--- src/rtl/uspi_seq_arb.sv ---
// uspi_seq_arb: round-robin sequencer sharing one simple SPI core between two requesters
//   mclk, puc_rst           : clock, asynchronous active-high reset
//   reqN, cfgN, wdataN      : requester N level request, CTRL[9:1] image, transmit word
//   doneN, rdataN, csN_n    : requester N completion pulse, received word, chip select (low)
//   busy                    : sequencer is running a transaction
//   m_addr/m_din/m_en/m_we  : peripheral master port into the SPI core
//   m_dout                  : SPI core read data, valid in the m_en cycle
module uspi_seq_arb #(
  parameter logic [14:0] SPI_BASE = 15'h0098,
  parameter int          CS_SETUP = 2,
  parameter int          CS_HOLD  = 2
) (
  input  logic        mclk,
  input  logic        puc_rst,
  input  logic        req0,
  input  logic [8:0]  cfg0,
  input  logic [15:0] wdata0,
  output logic        done0,
  output logic [15:0] rdata0,
  output logic        cs0_n,
  input  logic        req1,
  input  logic [8:0]  cfg1,
  input  logic [15:0] wdata1,
  output logic        done1,
  output logic [15:0] rdata1,
  output logic        cs1_n,
  output logic        busy,
  output logic [13:0] m_addr,
  output logic [15:0] m_din,
  output logic        m_en,
  output logic [1:0]  m_we,
  input  logic [15:0] m_dout
);
  localparam logic [13:0] A_CTRL  = SPI_BASE[14:1];
  localparam logic [13:0] A_DATA  = SPI_BASE[14:1] + 14'd1;
  localparam logic [3:0]  N_SETUP = 4'(CS_SETUP - 1);
  localparam logic [3:0]  N_HOLD  = 4'(CS_HOLD - 1);
  typedef enum logic [2:0] {IDLE, SETUP, WDATA, WCTRL, POLL, RDATA, HOLD, DONE} state_t;
  state_t      state;
  logic [3:0]  cnt;
  logic        sel, rr, gidx;
  logic [15:0] ctrl, wdata;
  logic [8:0]  cfg_g;
  // both requesting: the one the pointer does not name wins
  always_comb begin
    gidx  = (req0 && req1) ? ~rr : req1;
    cfg_g = gidx ? cfg1 : cfg0;
  end
  assign busy = state != IDLE;
  always_ff @(posedge mclk or posedge puc_rst) begin
    if (puc_rst) begin
      state  <= IDLE;
      cnt    <= 4'd0;
      sel    <= 1'b0;
      rr     <= 1'b0;
      ctrl   <= 16'h0;
      wdata  <= 16'h0;
      m_addr <= 14'h0;
      m_din  <= 16'h0;
      m_en   <= 1'b0;
      m_we   <= 2'b00;
      cs0_n  <= 1'b1;
      cs1_n  <= 1'b1;
      done0  <= 1'b0;
      done1  <= 1'b0;
      rdata0 <= 16'h0;
      rdata1 <= 16'h0;
    end else begin
      done0 <= 1'b0;
      done1 <= 1'b0;
      case (state)
        IDLE: if (req0 || req1) begin
          state <= SETUP;
          sel   <= gidx;
          rr    <= gidx;
          // CTRL image with en forced on and iflg (bit 3) forced off
          ctrl  <= {6'b0, cfg_g, 1'b1} & 16'hFFF7;
          wdata <= gidx ? wdata1 : wdata0;
          cnt   <= N_SETUP;
          cs0_n <= gidx;
          cs1_n <= ~gidx;
        end
        SETUP: if (cnt == 4'd0) begin
          state  <= WDATA;
          m_en   <= 1'b1;
          m_we   <= 2'b11;
          m_addr <= A_DATA;
          m_din  <= wdata;
        end else cnt <= cnt - 4'd1;
        WDATA: begin
          state  <= WCTRL;
          m_addr <= A_CTRL;
          m_din  <= ctrl;
        end
        WCTRL: begin
          state <= POLL;
          m_we  <= 2'b00;
          m_din <= 16'h0;
        end
        POLL: if (!m_dout[0]) begin
          state  <= RDATA;
          m_addr <= A_DATA;
        end
        RDATA: begin
          state <= HOLD;
          m_en  <= 1'b0;
          cnt   <= N_HOLD;
          if (sel) rdata1 <= m_dout;
          else rdata0 <= m_dout;
        end
        HOLD: if (cnt == 4'd0) begin
          state <= DONE;
          cs0_n <= 1'b1;
          cs1_n <= 1'b1;
          done0 <= ~sel;
          done1 <= sel;
        end else cnt <= cnt - 4'd1;
        DONE: state <= IDLE;
        default: state <= IDLE;
      endcase
    end
  end
endmodule

--- config.mk ---
export PLATFORM = sky130hd
export DESIGN_NAME = uspi_seq_arb
export DESIGN_NICKNAME = d
export VERILOG_FILES = /design/src/rtl/uspi_seq_arb.sv
export SDC_FILE = /design/constraint.sdc
export NUM_CORES = 1
export LEC_CHECK = 0
export ABC_AREA = 1
export BUFFER_PORTS_ARGS = -buffer_cell sky130_fd_sc_hd__buf_4
export CORE_AREA = 2 2 104 106
export CTS_BUF_LIST = sky130_fd_sc_hd__clkbuf_2
export DETAILED_ROUTE_END_ITERATION = 7
export DIE_AREA = 0 0 106 108
export HOLD_SLACK_MARGIN = 0.08
export PLACE_DENSITY = 0.74
export SYNTH_ARGS = -nofsm -noshare
export SYNTH_HDL_FRONTEND = slang
export SYNTH_SLANG_ARGS = --single-unit
--- constraint.sdc ---
create_clock -name mclk -period 7.95 [get_ports mclk]
set_input_delay 1.1925 -clock mclk [delete_from_list [all_inputs] [get_ports mclk]]
set_output_delay 1.1925 -clock mclk [all_outputs]
set_load 0.01 [all_outputs]
==> results of run 1 <==
[layer usage]
metal  track usage [%]  routed length [um]
met5                 0                   0
met4              5.55                  84
met3              3.98                 636
met2              28.9                4380
met1              21.8                4250
[stage by stage]
stage               cell area [um^2]  std cells  setup WS (ns)
finish                          5110        721           5.23
detailed placement              5010        705           5.19
CTS                             5110        721           5.17
floorplan                       4110        473           4.45
global route                    5110        721           5.09
global placement                5010        705           5.28
[layout make-up]
type | instances | share of cell area (%)
inverter | 42 | 3.16
timing repair buffer | 128 | 18.8
sequential | 89 | 43.6
clock inverter | 6 | 1.13
clock buffer | 10 | 0.978
tap | 136 | 3.33
multi-input combinational | 310 | 29.0
[Yosys cell counts, drive strengths merged]
cell,count,area [um^2]
a21oi,11,55.1
buf,28,221
clkbuf,4,15.0
conb,1,3.75
dfrtp,87,2180
dfstp,2,52.6
ha,1,12.5
inv,42,160
nand2,125,497
nand3,11,67.6
nand4,4,25.0
nor2,47,189
o21ai,98,577
o21bai,1,7.51
xor2,2,17.5
[state kept, by name, summed over array words and instances (netlist names)]
name,count
state,3
rr,1
cs0_n,1
m_en,1
wdata,16
done0,1
cs1_n,1
rdata1,16
m_din,16
cnt,4
done1,1
rdata0,16
ctrl,9
m_we,1
m_addr,2
[cell families (layout without fill, tap and decap cells)]
| family | Yosys count | in the layout | synth area share (%) |
|---|---|---|---|
| xor gates and xnor gates | 2 | 2 | 0.430 |
| buffers and inverters | 74 | 186 | 9.73 |
| DFF | 89 | 89 | 54.7 |
| and+or+nand+nor | 187 | 187 | 19.1 |
| adders and majority gates | 1 | 1 | 0.307 |
| AOI/OAI and AO/OA | 110 | 110 | 15.7 |
| other | 1 | 10 | 0.0920 |
[where the power goes]
part	internal (W)	leakage, nW	total [W]	switching [W]
Combinational	0.000374	1.52	0.000901	0.000527
Clock	0.0000720	0.0651	0.000224	0.000152
Sequential	0.000657	1.10	0.000782	0.000125
Total	0.00110	2.69	0.00191	0.000805
[how the worst max path moves through the flow]
stage	startpoint	end	slack [ns]
2_1_floorplan	puc_rst	cnt[0]$_DFFE_PP0P_	4.45
3_3_place_gp	req0	wdata[7]$_DFFE_PP0P_	5.28
3_5_place_dp	req0	wdata[12]$_DFFE_PP0P_	5.19
4_1_cts	state[1]$_DFFE_PP0P_	busy	5.17
5_1_grt	state[1]$_DFFE_PP0P_	busy	5.09
6_report	state[1]$_DFFE_PP0P_	busy	5.23
[critical path, cell delays in order (launching register included)]
cell and delay, ns:
dfrtp_1 0.51, nor2_4 0.24, nand2_1 0.10, buf_4 0.15
==> flow_metrics.py, run 1 <==
metrics = {
    "layout": {
        "antenna_cells": 0,
        "register_area_um2": 2230,
        "post-route-util_pct": 50.0,
        "final_common_cell": "buf_4",
        "layout.nets": 651,
        "drive_above_1_share_pct": 30.8,
        "multi_input_area_um2": 1490,
        "syn_to_final_growth_pct": 25.4,
        "final_cell_mix": "buf_4, nand2_1, dfrtp_1, nor2_1, o21ai_0",
        "fillCellCount": 962,
    },
    "global_routing": {
        "grt_pass1_wl_mm": 15.3,
        "grt_pass1_vias": 3237,
        "antenna_found_initial": 0,
        "grt_usage_pct": 17.1,
        "grt_overflow": 0,
        "grt_start_max_net_pins": 90,
    },
    "floorplanning": {
        "start_util_pct": 39.9,
        "rows": 37,
        "die_h_um": 108,
        "core-area_um2": 10200,
        "die_w_um": 106,
        "die_area_um2": 11400,
        "io-pin-count": 140,
    },
    "timing": {
        "setup_viol": 0,
        "hold_slack_ns": 0.499,
        "slew_violations": 0,
        "finalClockSkew_ns": 0.0123,
        "hold_viol": 0,
        "slew_headroom_pct": 26.8,
        "layout_min_cycle_time_ns": 2.72,
        "fin_setup_tns_ns": 0,
        "rsz0062_at_grt": "no",
        "period_share_pct": 34.2,
        "worst_pin_slew_ns": 1.10,
        "fmax_mhz": 368,
    },
    "cts": {
        "ctsLongestPathBuffers": 2,
        "cts_tree": "done",
        "post-cts-setup-buffer-count": 0,
        "cts_htree_levels": 3,
        "cts_root_buf": "clkbuf_2",
        "clkTransAtPathRegs_ns": 0.23,
        "cts-hold-fix-buffers": 0,
        "cts_sinks": 89,
        "cts_made_buffers": 9,
        "cts_resized": 0,
        "clk_latency_ns": 0.53,
    },
    "yosys": {
        "ys_seq_area_share_pct": 54.7,
        "ys_types": 26,
        "syn-cell-area_um2": 4080,
        "synth.avg_cell_area_um2": 8.79,
        "yosysWarnings": 0,
        "syn_inst": 464,
        "ys_ff_latch": 89,
    },
    "route": {
        "dr.pass1.iters": 4,
        "vias": 3376,
        "post_drt_wl_per_cell_um": 13.0,
        "wirelength_mm": 9.35,
        "drtIter0Drc": 241,
        "postRouteAntennaNets": 0,
        "via_per_inst": 4.68,
        "drc": 0,
    },
    "setup_path": {
        "reg2reg_from": "rr$_DFFE_PP0P_",
        "reg2reg_slack_ns": 6.08,
        "r2r_cells": 5,
        "crit_fanout": 7,
        "cp.required_ns": 6.76,
        "arrival_ns": 1.53,
        "worstSetupPathType": "reg2out",
        "end_kind": "primary output",
        "crit_path_start_kind": "flip-flop",
        "reg2reg_to": "wdata[12]$_DFFE_PP0P_",
    },
    "place": {
        "hpwl_mm": 6.68,
        "io_buffers": 127,
        "gp_congestion": 0.810,
    },
    "min_path": {
        "hold_path_end": "ctrl[0]$_DFFE_PP0P_",
        "whs_path_depth": 2,
        "hold_path_class": "reg2reg",
        "min-delay-start": "ctrl[0]$_DFFE_PP0P_",
    },
    "pwr": {
        "irDropWorstVdd_v": 0.000131,
        "p_leak_nw": 2.69,
        "power_w": 0.00191,
        "p_per_area_nw_per_um2": 373,
    },
    "status": {
        "outcome": "finished, final reports clean",
    },
    "job": {
        "max-cap-violations": 0,
    },
}
Power figures use the tool's default switching activity.
==> run 2: changes to the inputs <==
--- a/config.mk
+++ b/config.mk
@@ -5,14 +5,14 @@
 export SDC_FILE = /design/constraint.sdc
 export NUM_CORES = 1
 export LEC_CHECK = 0
-export ABC_AREA = 1
+export ABC_AREA = 0
 export BUFFER_PORTS_ARGS = -buffer_cell sky130_fd_sc_hd__buf_4
 export CORE_AREA = 2 2 104 106
 export CTS_BUF_LIST = sky130_fd_sc_hd__clkbuf_2
 export DETAILED_ROUTE_END_ITERATION = 7
 export DIE_AREA = 0 0 106 108
 export HOLD_SLACK_MARGIN = 0.08
-export PLACE_DENSITY = 0.74
+export PLACE_DENSITY = 0.77
 export SYNTH_ARGS = -nofsm -noshare
 export SYNTH_HDL_FRONTEND = slang
 export SYNTH_SLANG_ARGS = --single-unit
==> constraint.sdc (replaced) <==
create_clock -name mclk -period 2.3 [get_ports mclk]
set_input_delay 0.345 -clock mclk [delete_from_list [all_inputs] [get_ports mclk]]
set_output_delay 0.345 -clock mclk [all_outputs]
set_load 0.01 [all_outputs]
==> run 2 against run 1 <==
Net effect:
- combinational power grew to 3.8 times the previous value
- hold slack worse by 0.39 ns
- setup slack worse by 5.0 ns
- die area stayed put
- non-clock buffer count is 54 higher
- wire length is 6.2% higher
- cell area is 12% higher
- clock skew is 0.029 ns higher
- sequential share of layout area is 4.7 points lower
- via count is 0.56% lower
- sequential power grew to 3.6 times the previous value
- critical path depth stayed put
- critical path type unchanged
- critical endpoint unchanged
- largest power group unchanged
==> flow_metrics.py, run 2 <==
metrics = {
    "yosys": {
        "yosysMostFrequentCell": "dfrtp_1",
        "synthTopCellsByArea": "dfrtp_1, mux2_2, mux2i_1, a21oi_1, nor2_1",
        "synth_edf_count": 0,
        "synthTopCellsByCount": "dfrtp_1, a21oi_1, nor2_1, nand2_1, mux2i_1",
        "syn_inst": 375,
        "synth_top_area_share_pct": 53.7,
        "yosysWarnings": 0,
        "syn-cell-area_um2": 4060,
        "ys_types": 44,
        "synth_top_area_cell": "dfrtp_1",
        "async_reset_ff_share_pct": 100,
        "ys_ff_latch": 89,
        "synth.avg_cell_area_um2": 10.8,
        "ys_seq_area_share_pct": 55.0,
        "synthFlopType": "dfrtp_1",
    },
    "global_routing": {
        "grt_pass1_vias": 3386,
        "antenna_found_initial": 0,
        "grt_start_max_net_pins": 52,
        "grt_overflow": 0,
        "grt_usage_pct": 18.0,
        "grt_pass1_wl_mm": 16.3,
    },
    "pwr": {
        "p_int_w": 0.00451,
        "p_leak_nw": 2.65,
        "p_per_area_nw_per_um2": 1260,
        "power.switching_w": 0.00271,
        "p_seq_share_pct": 39.3,
        "pwr-share-comb_pct": 46.9,
        "irDropWorstVdd_v": 0.000466,
        "p_clk_share_pct": 13.8,
        "p_sw_share_pct": 37.6,
        "power_w": 0.00722,
    },
    "timing": {
        "slew_violations": 0,
        "hold_viol": 0,
        "worst_pin_slew_ns": 0.617,
        "setup_viol": 0,
        "fin_setup_tns_ns": 0,
        "layout_min_cycle_time_ns": 2.10,
        "rsz0062_at_grt": "no",
        "fmax_mhz": 476,
        "slew_headroom_pct": 58.8,
        "period_share_pct": 91.4,
        "finalClockSkew_ns": 0.0411,
    },
    "setup_path": {
        "crit_path_start_kind": "flip-flop",
        "end_kind": "primary output",
        "arrival_ns": 1.76,
        "crit_fanout": 13,
        "worstSetupPathType": "reg2out",
        "r2r_cells": 5,
        "cp.required_ns": 1.96,
    },
    "cts": {
        "cts_made_buffers": 9,
        "ctsLongestPathBuffers": 2,
        "cts_sinks": 89,
        "cts_tree": "done",
        "cts_htree_levels": 3,
        "clkTransAtPathRegs_ns": 0.24,
        "clk_latency_ns": 0.53,
        "cts_resized": 0,
        "cts_root_buf": "clkbuf_2",
    },
    "floorplanning": {
        "core-area_um2": 10200,
        "die_area_um2": 11400,
        "die_h_um": 108,
        "io-pin-count": 140,
        "start_util_pct": 39.6,
        "rows": 37,
        "die_w_um": 106,
    },
    "route": {
        "drc": 0,
        "dr.pass1.iters": 5,
        "via_per_inst": 4.94,
        "highest_layer": "met4",
        "wl_met1_mm": 4.29,
        "post_drt_wl_per_cell_um": 14.6,
        "met3_length_um": 597,
        "wirelength_mm": 9.93,
        "vias": 3357,
        "dr_wl_met2_mm": 4.89,
        "postRouteAntennaNets": 0,
        "drtIter0Drc": 130,
    },
    "layout": {
        "final_cell_mix": "buf_4, dfrtp_1, a21oi_1, dlygate4sd3_1, nor2_1",
        "final_common_cell": "buf_4",
        "fillCellCount": 867,
        "antenna_cells": 0,
        "drive_above_1_share_pct": 35.7,
        "layout.nets": 610,
        "syn_to_final_growth_pct": 41.5,
    },
    "min_path": {
        "hold_path_class": "in2reg",
        "whs_path_depth": 3,
    },
    "status": {
        "outcome": "finished, final reports clean",
    },
    "job": {
        "max-cap-violations": 0,
    },
    "place": {
        "hpwl_mm": 6.77,
        "gp_congestion": 0.844,
        "io_buffers": 127,
    },
}
[run 2: routing by layer]
metal	GRT usage [%]	vias up
li1	-	1603
met1	22.7	1611
met2	30.6	130
met3	4.04	13
met4	6.39	0
met5	0	-
[run 2: cell type report]
cell class                      count  area, um^2  share of cell area [%]
Clock buffer                       10        50.0                   0.872
Clock inverter                      6         114                    1.98
Inverter                            7        30.0                   0.523
Multi-Input combinational cell    250        1640                    28.5
Sequential cell                    89        2230                    38.9
Tap cell                          136         170                    2.97
Timing Repair Buffer              182        1510                    26.3
[run 2: critical path, stage by stage, from the launching register on]
cell	delay, ns
dfrtp_1	0.60
nor3_2	0.42
inv_1	0.08
buf_4	0.15
[run 2: path summary, 6_finish.rpt]
| kind | slack, ns | from | to |
|---|---|---|---|
| max | 0.20 | state[2]$_DFFE_PP0P_ | busy |
| min | 0.11 | cfg1[5] | ctrl[6]$_DFFE_PP0P_ |
| max reg2reg | 0.25 | rr$_DFFE_PP0P_ | ctrl[8]$_DFFE_PP0P_ |
| min reg2reg | 0.50 | ctrl[0]$_DFFE_PP0P_ | ctrl[0]$_DFFE_PP0P_ |
| max in group asynchronous | 1.29 | puc_rst | m_addr[3]$_DFFE_PP0P_ |
| min in group asynchronous | 0.40 | puc_rst | ctrl[4]$_DFFE_PP0P_ |
[run 2: power by group through the flow]
stage          sequential [W]  clock (W)  combinational [W]
2_1_floorplan         0.00292          0            0.00187
3_3_place_gp          0.00282          0            0.00324
3_5_place_dp          0.00286          0            0.00332
4_1_cts               0.00283    0.00103            0.00340
5_1_grt               0.00293    0.00108            0.00373
6_report              0.00283   0.000998            0.00339
[run 2: kinds of logic after synthesis]
family / count (synthesis) / share of synthesized area [%]
AOI/OAI and AO/OA: 81 / 10.8
xor gates and xnor gates: 1 / 0.216
adders and majority gates: 1 / 0.308
buffers and inverters: 45 / 6.11
DFF: 89 / 55.0
muxes: 58 / 15.3
other: 1 / 0.0924
and+or+nand+nor: 99 / 12.2
[run 2: per-stage QoR]
step,utilization [%],std cells,cell area [um^2],worst slack [ns],hold slack (ns)
final,56.1,680,5740,0.198,0.110
after global routing,56.1,680,5740,0.0676,0.0786
after CTS,55.9,678,5720,0.152,0.0800
after detailed placement,50.4,622,5150,0.396,0.450
after global placement,50.4,622,5150,0.415,0.445
after floorplan,-,384,4090,0.488,0.430
[run 2: what timing repair did]
| item | 4_1_cts | 5_1_grt |
|---|---|---|
| hold buffers | 40 | 2 |
| buffers inserted | 0 | 0 |
| hold endpoints to repair | 68 | 2 |
